--- config.mk ---
export PLATFORM = sky130hd
export DESIGN_NAME = glip_uart_rx_oversample
export DESIGN_NICKNAME = d
export VERILOG_FILES = /design/src/rtl/glip_uart_rx_pkg.sv /design/src/rtl/glip_uart_rx_sync.sv /design/src/rtl/glip_uart_rx_oversample.sv
export SDC_FILE = /design/constraint.sdc
export NUM_CORES = 1
export LEC_CHECK = 0
export ABC_AREA = 1
export BUFFER_PORTS_ARGS = -buffer_cell sky130_fd_sc_hd__clkbuf_2
export CAP_MARGIN = 5
export CORE_ASPECT_RATIO = 1.25
export CORE_UTILIZATION = 40
export DETAILED_ROUTE_END_ITERATION = 10
export SYNTH_ARGS = -nofsm -noshare
export SYNTH_HDL_FRONTEND = slang
export SYNTH_HIERARCHICAL = 1
export SYNTH_SLANG_ARGS = --single-unit
--- constraint.sdc ---
create_clock -name clk -period 4.7 [get_ports clk]
set_input_delay 0.47 -clock clk [delete_from_list [all_inputs] [get_ports clk]]
set_output_delay 0.47 -clock clk [all_outputs]
set_load 0.01 [all_outputs]
--- src/rtl/glip_uart_rx_pkg.sv ---
// Shared types and constants for the oversampling UART receiver.
//   state_e        : receiver FSM states
//   SAMPLE_OFFSET  : distance (in clk cycles) of the outer vote samples from mid-bit
package glip_uart_rx_pkg;

  typedef enum logic [2:0] {
    ST_IDLE      = 3'd0,
    ST_START     = 3'd1,
    ST_DATA      = 3'd2,
    ST_STOP      = 3'd3,
    ST_WAIT_IDLE = 3'd4
  } state_e;

  localparam int unsigned SAMPLE_OFFSET = 1;

endpackage : glip_uart_rx_pkg

--- src/rtl/glip_uart_rx_sync.sv ---
// Multi-flop synchronizer for an asynchronous single-bit input.
// Flops reset to 1 so an idle-high line reads idle immediately after reset.
//   clk, rst : clock, asynchronous active-high reset
//   d        : asynchronous input
//   q        : synchronized output (STAGES clk cycles of latency)
module glip_uart_rx_sync #(
  parameter int unsigned STAGES = 2
) (
  input  logic clk,
  input  logic rst,
  input  logic d,
  output logic q
);

  logic [STAGES-1:0] sync_q;
  logic [STAGES-1:0] sync_d;

  // Shift the raw input through the chain, newest bit at index 0.
  always_comb begin
    sync_d = {sync_q[STAGES-2:0], d};
  end

  always_ff @(posedge clk or posedge rst) begin
    if (rst) begin
      sync_q <= '1;
    end else begin
      sync_q <= sync_d;
    end
  end

  assign q = sync_q[STAGES-1];

endmodule : glip_uart_rx_sync

--- src/rtl/glip_uart_rx_oversample.sv ---
// 8N1 UART receiver with DIVISOR-times oversampling and 2-of-3 majority vote
// around mid-bit.
//   clk, rst : clock, asynchronous active-high reset
//   rx       : raw UART line (idle high, asynchronous)
//   data     : last good byte received, held between enable pulses
//   enable   : one-cycle pulse, data valid
//   error    : one-cycle pulse on framing error
//   brk      : one-cycle pulse on line break
//   busy     : high while a frame is in progress
// Optional feature: define GLIP_UART_RX_BREAK_DETECT_EN to report an all-zero
// frame with a low stop bit on brk instead of error.
module glip_uart_rx_oversample
  import glip_uart_rx_pkg::*;
#(
  parameter int unsigned DIVISOR     = 16,
  parameter int unsigned SYNC_STAGES = 2
) (
  input  logic       clk,
  input  logic       rst,
  input  logic       rx,
  output logic [7:0] data,
  output logic       enable,
  output logic       error,
  output logic       brk,
  output logic       busy
);

  localparam int unsigned CNT_W = $clog2(DIVISOR);
  localparam int unsigned MID   = DIVISOR / 2;

  localparam logic [CNT_W-1:0] CNT_LO   = CNT_W'(MID - SAMPLE_OFFSET);
  localparam logic [CNT_W-1:0] CNT_MID  = CNT_W'(MID);
  localparam logic [CNT_W-1:0] CNT_HI   = CNT_W'(MID + SAMPLE_OFFSET);
  localparam logic [CNT_W-1:0] CNT_LAST = CNT_W'(DIVISOR - 1);

  logic rxs;

  state_e           state_q,  state_d;
  logic [CNT_W-1:0] cnt_q,    cnt_d;
  logic [2:0]       idx_q,    idx_d;
  logic [7:0]       shift_q,  shift_d;
  logic             s_lo_q,   s_lo_d;
  logic             s_mid_q,  s_mid_d;
  logic [7:0]       data_q,   data_d;
  logic             enable_q, enable_d;
  logic             error_q,  error_d;
  logic             brk_q,    brk_d;
  logic             busy_q,   busy_d;

  logic vote_c;
  logic at_decide_c;
  logic at_wrap_c;

  glip_uart_rx_sync #(
    .STAGES (SYNC_STAGES)
  ) u_sync (
    .clk (clk),
    .rst (rst),
    .d   (rx),
    .q   (rxs)
  );

  // The third vote sample is the live rxs at the decision count.
  assign vote_c      = (s_lo_q & s_mid_q) | (s_lo_q & rxs) | (s_mid_q & rxs);
  assign at_decide_c = (cnt_q == CNT_HI);
  assign at_wrap_c   = (cnt_q == CNT_LAST);

  // Next-state, counters and registered-output logic.
  always_comb begin
    state_d  = state_q;
    cnt_d    = at_wrap_c ? '0 : cnt_q + CNT_W'(1);
    idx_d    = idx_q;
    shift_d  = shift_q;
    s_lo_d   = (cnt_q == CNT_LO)  ? rxs : s_lo_q;
    s_mid_d  = (cnt_q == CNT_MID) ? rxs : s_mid_q;
    data_d   = data_q;
    enable_d = 1'b0;
    error_d  = 1'b0;
    brk_d    = 1'b0;

    case (state_q)
      ST_IDLE: begin
        cnt_d = '0;
        idx_d = '0;
        if (!rxs) begin
          state_d = ST_START;
        end
      end

      ST_START: begin
        if (at_decide_c && vote_c) begin
          // Start bit did not hold low: treat as a glitch.
          state_d = ST_IDLE;
          cnt_d   = '0;
        end else if (at_wrap_c) begin
          state_d = ST_DATA;
        end
      end

      ST_DATA: begin
        if (at_decide_c) begin
          shift_d = {vote_c, shift_q[7:1]};
        end
        if (at_wrap_c) begin
          if (idx_q == 3'd7) begin
            state_d = ST_STOP;
          end else begin
            idx_d = idx_q + 3'd1;
          end
        end
      end

      ST_STOP: begin
        if (at_decide_c) begin
          cnt_d = '0;
          if (vote_c) begin
            // Return to IDLE immediately so a back-to-back start edge is caught.
            data_d   = shift_q;
            enable_d = 1'b1;
            state_d  = ST_IDLE;
          end else begin
`ifdef GLIP_UART_RX_BREAK_DETECT_EN
            if (shift_q == 8'h00) begin
              brk_d = 1'b1;
            end else begin
              error_d = 1'b1;
            end
`else
            error_d = 1'b1;
`endif
            state_d = ST_WAIT_IDLE;
          end
        end
      end

      ST_WAIT_IDLE: begin
        // Require a full bit time of continuous idle before re-arming.
        if (!rxs) begin
          cnt_d = '0;
        end else if (at_wrap_c) begin
          state_d = ST_IDLE;
          cnt_d   = '0;
        end
      end

      default: begin
        state_d = ST_IDLE;
        cnt_d   = '0;
      end
    endcase

    busy_d = (state_d != ST_IDLE);
  end

  always_ff @(posedge clk or posedge rst) begin
    if (rst) begin
      state_q  <= ST_IDLE;
      cnt_q    <= '0;
      idx_q    <= '0;
      shift_q  <= '0;
      s_lo_q   <= 1'b1;
      s_mid_q  <= 1'b1;
      data_q   <= '0;
      enable_q <= 1'b0;
      error_q  <= 1'b0;
      brk_q    <= 1'b0;
      busy_q   <= 1'b0;
    end else begin
      state_q  <= state_d;
      cnt_q    <= cnt_d;
      idx_q    <= idx_d;
      shift_q  <= shift_d;
      s_lo_q   <= s_lo_d;
      s_mid_q  <= s_mid_d;
      data_q   <= data_d;
      enable_q <= enable_d;
      error_q  <= error_d;
      brk_q    <= brk_d;
      busy_q   <= busy_d;
    end
  end

  assign data   = data_q;
  assign enable = enable_q;
  assign error  = error_q;
  assign brk    = brk_q;
  assign busy   = busy_q;

endmodule : glip_uart_rx_oversample

Yosys cells after proc, flatten, opt, wreduce, memory -nomap -nowiden
Index checks and enable logic that the tools add are counted.
{"block": "classes", "n_mux": 25, "n_eq_ne": 11, "bitwise_logic": 5, "add_sub_neg": 2, "n_reduce_logical": 7}
{"operator": "3-bit 2-to-1 mux", "count": 11}
{"operator": "4-bit 2-to-1 mux", "count": 5}
{"operator": "4-bit one-hot mux with 4 select lines", "count": 1}
{"operator": "3-bit one-hot mux with 5 select lines", "count": 1}
{"operator": "4-bit equality test (second input constant)", "count": 3}
{"operator": "3-bit by 2-bit equality test with 1-bit output (second input constant)", "count": 2}
{"operator": "3-bit equality test (second input constant)", "count": 2}
{"operator": "1-bit 2-to-1 mux", "count": 6}
{"operator": "3-bit one-hot mux with 2 select lines", "count": 1}
{"operator": "3-bit AND reduction", "count": 2}
{"operator": "4-bit by 1-bit adder with 4-bit output (second input constant)", "count": 1}
{"operator": "4-bit by 3-bit equality test with 1-bit output (second input constant)", "count": 1}
{"operator": "2-bit inequality test (second input constant)", "count": 2}
{"operator": "3-bit by 1-bit adder with 3-bit output (second input constant)", "count": 1}
{"operator": "1-bit bitwise AND", "count": 3}
{"operator": "3-bit by 1-bit equality test with 1-bit output (second input constant)", "count": 1}
{"operator": "3-bit zero test", "count": 1}
{"operator": "3-bit nonzero test", "count": 1}
{"operator": "1-bit bitwise OR", "count": 2}
{"operator": "2-bit AND reduction", "count": 1}
{"operator": "2-bit nonzero test", "count": 1}
{"operator": "1-bit logical AND", "count": 1}
{"block": "word_totals", "regBits": 33, "in_bits": 3, "out_inout_bits": 12, "wordCells": 61}

Longest topological paths before layout
Gate-level depths: netlist of the first run.
{"block": "logic_depth", "word_depth": 7, "depth_mapped": 10, "ltp_nobuf": 9}

Modules after synthesis
Netlist of the first run, hierarchy kept.
{"mod": "glip_uart_rx_oversample", "area_per_inst_um2": 1495.2, "cells_each": 170, "instances": 1}
{"mod": "glip_uart_rx_sync", "area_per_inst_um2": 56.3, "cells_each": 3, "instances": 1}

Least setup slack after synthesis of the first run
Ideal clock, no wire load.
{"block": "synth_timing", "path_type": "reg-to-reg", "from": "reg idx_q[0]", "to": "reg idx_q[0]", "synth_period_minus_slack_ns": 1.495, "arrival_time_ns": 1.378, "path_stages_with_launch": 7, "required_ns": 4.583, "slack_ns": 3.205, "path_cell_list": "dfrtp_1 -> ha_1 -> ha_1 -> a211oi_1 -> o21ai_1 -> nand2_1 -> nand2_1"}
{"block": "synth_via", "elab_chain_cells": 4, "elab_cells_between_ends": 7, "classes_between": "1 x add/sub; 2 x eq/ne; 3 x mux; 1 x reduce/logical"}
{"element": "start: declaration", "line": "glip_uart_rx_oversample.sv:40", "rtl": "logic [2:0] idx_q, idx_d;"}
{"element": "start signal: assignment", "line": "glip_uart_rx_oversample.sv:171", "rtl": "idx_q <= idx_d;"}
{"element": "3-bit by 1-bit adder with 3-bit output", "line": "glip_uart_rx_oversample.sv:108", "rtl": "idx_d = idx_q + 3'd1;"}
{"element": "3-bit 2-to-1 mux", "line": "glip_uart_rx_oversample.sv:105", "rtl": "if (idx_q == 3'd7) begin"}
{"element": "3-bit 2-to-1 mux", "line": "glip_uart_rx_oversample.sv:104", "rtl": "if (at_wrap_c) begin"}
{"element": "3-bit one-hot mux with 2 select lines", "line": "glip_uart_rx_oversample.sv:81", "rtl": "case (state_q)"}
Several ways; a longest one is shown, not always the timed one. The select of a mux whose other input is x is not followed.
A chain may end at the register's enable or synchronous reset.

Final worst setup path of the first run
{"block": "layout_timing", "from": "reg idx_q[0]", "to": "reg idx_q[2]"}
Same word-level chain as after synthesis.

==> impl_metrics.json, run 1 <==
{
  "port_buffers": 13,
  "final_hold_viol_count": 0,
  "ir_worst_vdd_mv": 0.167,
  "grt.total_usage": 0.149,
  "drtIter0Drc": 45,
  "synth_edf_count": 0,
  "critical_path_class": "flop to flop",
  "cts.clk_slew.worst_paths_ns": 0.06,
  "start_kind": "flop",
  "synthFlopType": "dfrtp_1",
  "start_util": 0.431,
  "r2r_start": "idx_q[0]",
  "clk_latency_ns": 0.28,
  "synth_seq_cells": 33,
  "cts_tree": "done",
  "place.gp.congestion": 0.776,
  "syn_area_mm2": 0.00155,
  "synthesis.nets": 181,
  "antenna_cells": 0,
  "rows": 24,
  "async_flop_share": 1.00,
  "clock-sinks": 33,
  "die_w_um": 57.7,
  "status": "complete, but fails checks",
  "critPathRequiredTime_ns": 4.88,
  "finalClockSkew_ns": 0.00226,
  "vias": 1127,
  "ys.warnings.count": 6,
  "coreArea_mm2": 0.00360,
  "path_max_fanout": 4,
  "netlist.area_leader.share": 0.468,
  "powerDensity_mw_per_mm2": 446,
  "cts_setup_buffers": 0,
  "violations": "design-rule violations",
  "synth_top_area_cell": "dfrtp_1",
  "grt_pass1_vias": 1103,
  "final_cell_area_mm2": 0.00174,
  "fp.dieH_um": 71.6,
  "drive_above_1_share": 0.234,
  "cts_buffer_depth": 2,
  "root_buffer": "clkbuf_8",
  "pin_count": 15,
  "die_area_mm2": 0.00413,
  "ys_seq_area_frac": 0.535,
  "p_leak_uw": 0.000929,
  "ctsHoldBuffers": 0,
  "detail-route-antenna-nets": 0,
  "drtPass1Iterations": 10,
  "drc": 1,
  "numCtsBuffers": 5,
  "gr-total-overflow": 0,
  "min_path_type": "input port to async pin",
  "hold_ws_ns": 0.187,
  "viasPerCell": 4.88,
  "htreeDepth": 2,
  "cts_resized": 0,
  "reg2regPathDepth": 6,
  "nets": 199,
  "area_growth_pct": 12.4,
  "post-route-period-util": 0.356,
  "max-cap-violations": 0,
  "syn_inst": 173,
  "grt_pass1_wl_mm": 4.61,
  "finalPower_uw": 778,
  "synth.avg_cell_area_um2": 8.97,
  "place_hpwl_mm": 1.89,
  "synth.most_common_cell": "nand2_1",
  "routedWlPerCell_um": 11.1,
  "antenna_found_initial": 0,
  "placed_area_mm2": 0.00164,
  "grt_max_degree": 32,
  "finalSetupTns_ns": 0,
  "yosys-top-cells-area": "dfrtp_1 (47%), nand2_1 (9.9%), dfstp_2 (6.8%), inv_1 (5.8%), nand3_1 (4.5%)",
  "r2r_slack_ns": 3.03,
  "finalMaxSlewViolations": 0,
  "post_synth_num_cell_types": 25,
  "setup_viol": 0,
  "period_minus_slack_ns": 1.67,
  "synthTopCellsByCount": "nand2_1 (41), dfrtp_1 (29), inv_1 (24), nand3_1 (14), nor2_1 (13)",
  "timing.rr.end": "idx_q[2]",
  "wl_mm": 2.57,
  "max_freq_ghz": 0.598,
  "endpoint_kind": "flop",
  "rsz0062_at_grt": "no",
  "arrival_ns": 1.85
}
## through the flow
stage               std cells  worst slack [ns]   util
floorplan                 173              3.21      -
global placement          223              3.15  0.456
detailed placement        223              3.02  0.456
CTS                       231              3.01  0.484
global route              231              2.93  0.484
finish                    231              3.03  0.484
## layout by cell type, fill, tap and decap left out, types with 2 or more instances in the layout
cell       n
a21oi_1    3
clkbuf_2  13
clkbuf_8   7
dfrtp_1   29
dfstp_2    4
ha_1       5
inv_1     24
inv_2      5
nand2_1   41
nand3_1   14
nand3b_1   2
nor2_1    13
nor2_2     2
o21ai_0   10
o21ai_2    8
## critical path, stage by stage (launching register included)
cell	delay (ns)
dfrtp_1	0.39
ha_1	0.20
ha_1	0.19
a211oi_1	0.44
o21ai_1	0.19
nand2_1	0.10
nand2_1	0.05
## registers in the layout, summed over array words and instances (netlist names)
signal	flops
u_sync/sync_q	2
idx_q	3
cnt_q	4
s_mid_q	1
state_q	3
error	1
data	8
shift_q	8
busy	1
s_lo_q	1
enable	1
## cell families after synthesis
kind of cell / share of synthesized area
compound gates: 0.0992
fa+ha+maj: 0.0403
xor+xnor: 0.00565
other cells: 0.00242
simple gates: 0.227
buf+inv: 0.0895
flops: 0.535
## cell type report
| type | instances | area [µm²] |
|---|---|---|
| Clock inverter | 1 | 5.00 |
| Inverter | 29 | 109 |
| Fill cell | 347 | 1860 |
| Timing Repair Buffer | 14 | 72.6 |
| Multi-Input combinational cell | 108 | 582 |
| Tap cell | 39 | 48.8 |
| Sequential cell | 33 | 831 |
| Clock buffer | 7 | 96.3 |
## how the worst max path moves through the flow
stage / startpoint / to / slack [ns] / cells after the start
6_report: idx_q[0] / idx_q[2] / 3.03 / 6
3_5_place_dp: idx_q[0] / idx_q[2] / 3.02 / 6
4_1_cts: idx_q[0] / idx_q[2] / 3.01 / 6
5_1_grt: idx_q[0] / idx_q[2] / 2.93 / 6
2_1_floorplan: idx_q[0] / idx_q[0] / 3.21 / 6
3_3_place_gp: idx_q[0] / idx_q[1] / 3.15 / 6
## power breakdown
part / leakage, µW / switching [µW] / total, µW / internal [µW]
sequential: 0.000436 / 29.5 / 354 / 324
clock: 0.0000542 / 98.8 / 231 / 132
combinational: 0.000438 / 126 / 193 / 67.0
## metal layers
metal | routed length (µm) | vias to the layer above | GRT usage
met1 | 1160 | 524 | 0.159
met4 | 58 | 0 | 0.0714
li1 | - | 573 | -
met5 | 0 | - | 0
met2 | 1270 | 24 | 0.262
met3 | 83 | 6 | 0.0487
(Power assumes the default switching activity.)
==> run 2: changes to the inputs <==
Clock period 4.7 ns to 1.75 ns, I/O delays scaled along.
==> impl_metrics.json, run 2 (synthesized netlist as in run 1, its figures left out) <==
{
  "final_cell_count_no_fill": 233,
  "fillCellCount": 328,
  "cts_setup_buffers": 0,
  "status": "complete, but fails checks",
  "share_seq_of_total_power": 0.462,
  "place.gp.congestion": 0.787,
  "layout_common_cells": "nand2_1 (41), dfrtp_1 (29), inv_1 (24)",
  "cts_tree": "done",
  "grt_pass1_vias": 1104,
  "start_kind": "flop",
  "area_growth_pct": 13.2,
  "layout_commonest_cell": "nand2_1",
  "final_hold_viol_count": 0,
  "antenna_found_initial": 0,
  "ir_worst_vdd_mv": 0.552,
  "detail-route-antenna-nets": 0,
  "vias": 1108,
  "rows": 24,
  "finalClockSkew_ns": 0.00208,
  "antenna_cells": 0,
  "drtPass1Iterations": 10,
  "min_path_type": "flop to flop",
  "die_w_um": 57.7,
  "startpoint": "idx_q[0]",
  "die_area_mm2": 0.00413,
  "r2r_slack_ns": 0.21,
  "cpPeakStageDelay_ns": 0.39,
  "use_met3": 0.0487,
  "max_freq_ghz": 0.651,
  "p_leak_uw": 0.000932,
  "numCtsBuffers": 5,
  "cts_resized": 0,
  "grt.total_usage": 0.145,
  "place_hpwl_mm": 1.91,
  "pin_count": 15,
  "critical_path_class": "flop to flop",
  "start_util": 0.431,
  "violations": "design-rule violations",
  "use_met1": 0.155,
  "wl_mm": 2.60,
  "hp-start": "u_sync/sync_q[0]",
  "clock-sinks": 33,
  "p_comb_frac": 0.267,
  "post-route-period-util": 0.877,
  "p_clk_frac": 0.270,
  "setup_viol": 0,
  "max-cap-violations": 0,
  "ctsHoldBuffers": 2,
  "gr-total-overflow": 0,
  "critPathRequiredTime_ns": 1.92,
  "grt_util_met2": 0.266,
  "routedWlPerCell_um": 11.2,
  "reg2regPathDepth": 6,
  "rsz0062_at_grt": "no",
  "dp_cells": 224,
  "timing.rr.end": "idx_q[2]",
  "fp.dieH_um": 71.6,
  "arrival_ns": 1.70,
  "nets": 202,
  "powerDensity_mw_per_mm2": 1170,
  "final_util": 0.488,
  "p_int_uw": 1380,
  "grt_max_degree": 32,
  "period_minus_slack_ns": 1.54,
  "cts.clk_slew.worst_paths_ns": 0.06,
  "cp-endpoint": "idx_q[2]",
  "cts_buffer_depth": 2,
  "endpoint_kind": "flop",
  "slowest_stage": "dfrtp_1",
  "drtIter0Drc": 47,
  "drc": 1,
  "r2r_start": "idx_q[0]",
  "grt_pass1_wl_mm": 4.57,
  "root_buffer": "clkbuf_8",
  "coreArea_mm2": 0.00360,
  "drive_above_1_share": 0.227,
  "finalSetupTns_ns": 0,
  "path_max_fanout": 3,
  "viasPerCell": 4.76,
  "worstPathCellList": "ha_1 -> ha_1 -> a211oi_1 -> o21ai_1 -> nand2_1 -> nand2_1",
  "port_buffers": 13,
  "htreeDepth": 2,
  "top_usage_layer": "met2",
  "p_sw_frac": 0.329,
  "finalMaxSlewViolations": 0,
  "clk_latency_ns": 0.27,
  "p_sw_uw": 675
}
-- run 2: through the flow --
stage,setup WS [ns],hold slack (ns),total power [µW],instance area (µm²)
after floorplan,0.255,0.0865,1380,1550
after global placement,0.317,0.190,1500,1650
after detailed placement,0.200,0.196,1510,1650
after CTS,0.193,0.361,2070,1760
after global routing,0.0444,0.366,2210,1760
final,0.215,0.359,2060,1760
-- run 2: worst min path at each step --
stage	depth (start not counted)	slack, ns	end
floorplan	1	0.09	u_sync/sync_q[0]
global placement	2	0.19	u_sync/sync_q[0]
detailed placement	2	0.20	u_sync/sync_q[0]
CTS	0	0.36	u_sync/sync_q[1]
global route	0	0.37	u_sync/sync_q[1]
finish	0	0.36	u_sync/sync_q[1]
-- run 2: layer usage --
layer,vias up,wire [µm]
met2,22,1310
li1,576,-
met1,505,1180
met5,-,0
met4,0,39
met3,5,83
-- run 2: area by class of cell --
cell class              count  area, µm²  area share
flip-flops and latches     33        831       0.473
repair buffers             17        100      0.0570
multi-input cells         108        582       0.331
well taps                  39       48.8      0.0278
clock buffers               7       86.3      0.0491
inverters                  29        109      0.0620
-- run 2: worst max-delay path: cells and delay by family (launching register included) --
| kind | cells | cell delay [ns] |
|---|---|---|
| compound gates | 2 | 0.49 |
| flops | 1 | 0.39 |
| simple gates | 2 | 0.13 |
| fa+ha+maj | 2 | 0.41 |
-- run 2: power by group through the flow --
stage,logic (µW),clock network (µW),registers (µW)
floorplan,426,0,949
global placement,536,0,961
detailed placement,544,0,963
CTS,550,574,950
global route,642,607,960
finish,549,555,950
==> run 3: changes to the inputs <==
Settings changed: ABC_AREA 1 to unset, SYNTH_HIERARCHICAL 1 to unset.
==> impl_metrics.json, run 3 <==
{
  "status": "complete, but fails checks",
  "violations": "negative setup slack",
  "synth_top_area_cell": "dfrtp_1",
  "min_path_type": "flop to flop",
  "port_buffers": 13,
  "use_met3": 0.0500,
  "final_cell_area_mm2": 0.00182,
  "fp.dieH_um": 70.4,
  "syn_area_mm2": 0.00150,
  "post_synth_num_cell_types": 35,
  "synthFlopType": "dfrtp_1",
  "antenna_cells": 0,
  "arrival_ns": 1.94,
  "finalSetupTns_ns": -0.0299,
  "finalMaxSlewViolations": 0,
  "ys.warnings.count": 0,
  "rsz0062_at_grt": "yes",
  "grt.total_usage": 0.150,
  "viasPerCell": 5.38,
  "drtIter0Drc": 32,
  "synth.avg_cell_area_um2": 12.5,
  "cts_buffer_depth": 2,
  "place.gp.congestion": 0.826,
  "synthTopCellsByCount": "dfrtp_1 (29), mux2_2 (19), nor2_1 (7), nand2_1 (6), nor3_1 (6)",
  "grt_pass1_vias": 1049,
  "area_growth_pct": 21.5,
  "use_met1": 0.175,
  "start_kind": "flop",
  "post-route-period-util": 1.02,
  "period_minus_slack_ns": 1.78,
  "setup_ws_ns": -0.0299,
  "path_max_fanout": 6,
  "synth.most_common_cell": "dfrtp_1",
  "grt_pass1_wl_mm": 4.51,
  "fillCellCount": 336,
  "setup_viol": 1,
  "nets": 156,
  "finalClockSkew_ns": 0.00617,
  "grt_max_degree": 34,
  "layout_commonest_cell": "dfrtp_1",
  "endpoint_kind": "flop",
  "ir_worst_vdd_mv": 0.598,
  "final_cell_count_no_fill": 188,
  "rows": 24,
  "antenna_found_initial": 0,
  "cts_tree": "done",
  "gr-total-overflow": 0,
  "pin_count": 15,
  "placed_area_mm2": 0.00164,
  "critical_path_class": "flop to flop",
  "p_leak_uw": 0.000898,
  "layout_common_cells": "dfrtp_1 (28), mux2_2 (19), clkbuf_2 (13)",
  "place_hpwl_mm": 1.81,
  "drtPass1Iterations": 4,
  "netlist.area_leader.share": 0.485,
  "clk_latency_ns": 0.29,
  "ys_seq_area_frac": 0.556,
  "critPathRequiredTime_ns": 1.91,
  "dp_cells": 174,
  "max_freq_ghz": 0.562,
  "detail-route-antenna-nets": 0,
  "die_area_mm2": 0.00399,
  "async_flop_share": 1.00,
  "top_usage_layer": "met2",
  "drive_above_1_share": 0.456,
  "vias": 1012,
  "final_hold_viol_count": 0,
  "numCtsBuffers": 5,
  "cts.clk_slew.worst_paths_ns": 0.06,
  "synthesis.nets": 128,
  "root_buffer": "clkbuf_8",
  "routedWlPerCell_um": 14.1,
  "wl_mm": 2.66,
  "synth_edf_count": 0,
  "htreeDepth": 2,
  "clock-sinks": 33,
  "die_w_um": 56.7,
  "max-cap-violations": 0,
  "start_util": 0.422,
  "yosys-top-cells-area": "dfrtp_1 (49%), mux2_2 (14%), dfstp_2 (7.0%), ha_1 (4.2%), a22o_1 (2.3%)",
  "syn_inst": 120,
  "coreArea_mm2": 0.00354,
  "synth_seq_cells": 33,
  "drc": 0,
  "powerDensity_mw_per_mm2": 1250,
  "grt_util_met2": 0.251
}
[run 3: changes by cell type in the layout (fill, tap and decap cells not counted), moves of 3 or more]
cell / change
o21ai_2: -8
nor2_1: -6
nand2_1: -35
mux2_2: +19
inv_2: -4
nor3_1: +5
a22o_1: +4
o21ai_0: -6
nand3_1: -12
a21oi_1: -3
inv_1: -21
buf_4: +10
[run 3: logic make-up after synthesis]
kind of cell | after synthesis | synth area share
other cells | 1 | 0.00251
fa+ha+maj | 6 | 0.0494
compound gates | 16 | 0.0803
buf+inv | 10 | 0.0310
mux | 20 | 0.150
simple gates | 33 | 0.126
xor+xnor | 1 | 0.00586
flops | 33 | 0.556
[run 3: worst max-delay path, stage by stage, from the launching register on]
cell and delay [ns]:
dfrtp_2 0.43, ha_2 0.21, and3_4 0.23, nand2_1 0.06, a31o_1 0.22, or4b_1 0.51
[run 3: final timing paths]
kind / start / endpoint / slack (ns) / depth (start not counted)
setup / recovery: cnt_q[0] / busy / -0.03 / 5
hold / removal: u_sync.sync_q[0] / u_sync.sync_q[1] / 0.36 / 0
setup reg to reg: cnt_q[0] / busy / -0.03 / 5
hold reg to reg: u_sync.sync_q[0] / u_sync.sync_q[1] / 0.36 / 0
max in group asynchronous: rst / u_sync.sync_q[1] / 0.93 / 4
min in group asynchronous: rst / error / 0.50 / 4
[run 3: area by class of cell]
class                   count  area (µm²)  share of cell area
multi-input cells          77         659               0.363
clock inverters             3        17.5             0.00964
repair buffers             27         175              0.0964
flip-flops and latches     33         832               0.458
well taps                  39        48.8              0.0269
inverters                   4        15.0             0.00826
clock buffers               5        68.8              0.0379
[run 3: power by group]
group / internal, µW / leakage (µW) / switching (µW)
Combinational: 347 / 0.000421 / 322
Clock: 274 / 0.0000439 / 280
Sequential: 889 / 0.000433 / 159
Total: 1510 / 0.000898 / 761
[run 3: layer usage]
metal  part of all wire  vias to the layer above  routed length, µm
li1                   -                      480                  -
met1               0.43                      514               1150
met2               0.52                       13               1370
met3              0.033                        5                 89
met4              0.017                        0                 46
met5                  0                        -                  0
[run 3: through the flow]
stage / setup WS, ns / total power (µW) / utilization / hold WS, ns
2_1_floorplan: 0.000500 / 1430 / - / 0.179
5_1_grt: -0.0992 / 2430 / 0.513 / 0.368
4_1_cts: 0.00306 / 2190 / 0.496 / 0.361
3_5_place_dp: -0.0430 / 1600 / 0.462 / 0.266
3_3_place_gp: 0.0141 / 1580 / 0.462 / 0.260
6_report: -0.0299 / 2270 / 0.513 / 0.359
[run 3: timing repair]
item,CTS,global route
gates cloned,0,0
pin swaps,1,1
setup buffers,1,3
setup endpoints to repair,1,13
hold buffers,2,0
hold endpoints to repair,30,0
resized for setup,4,7
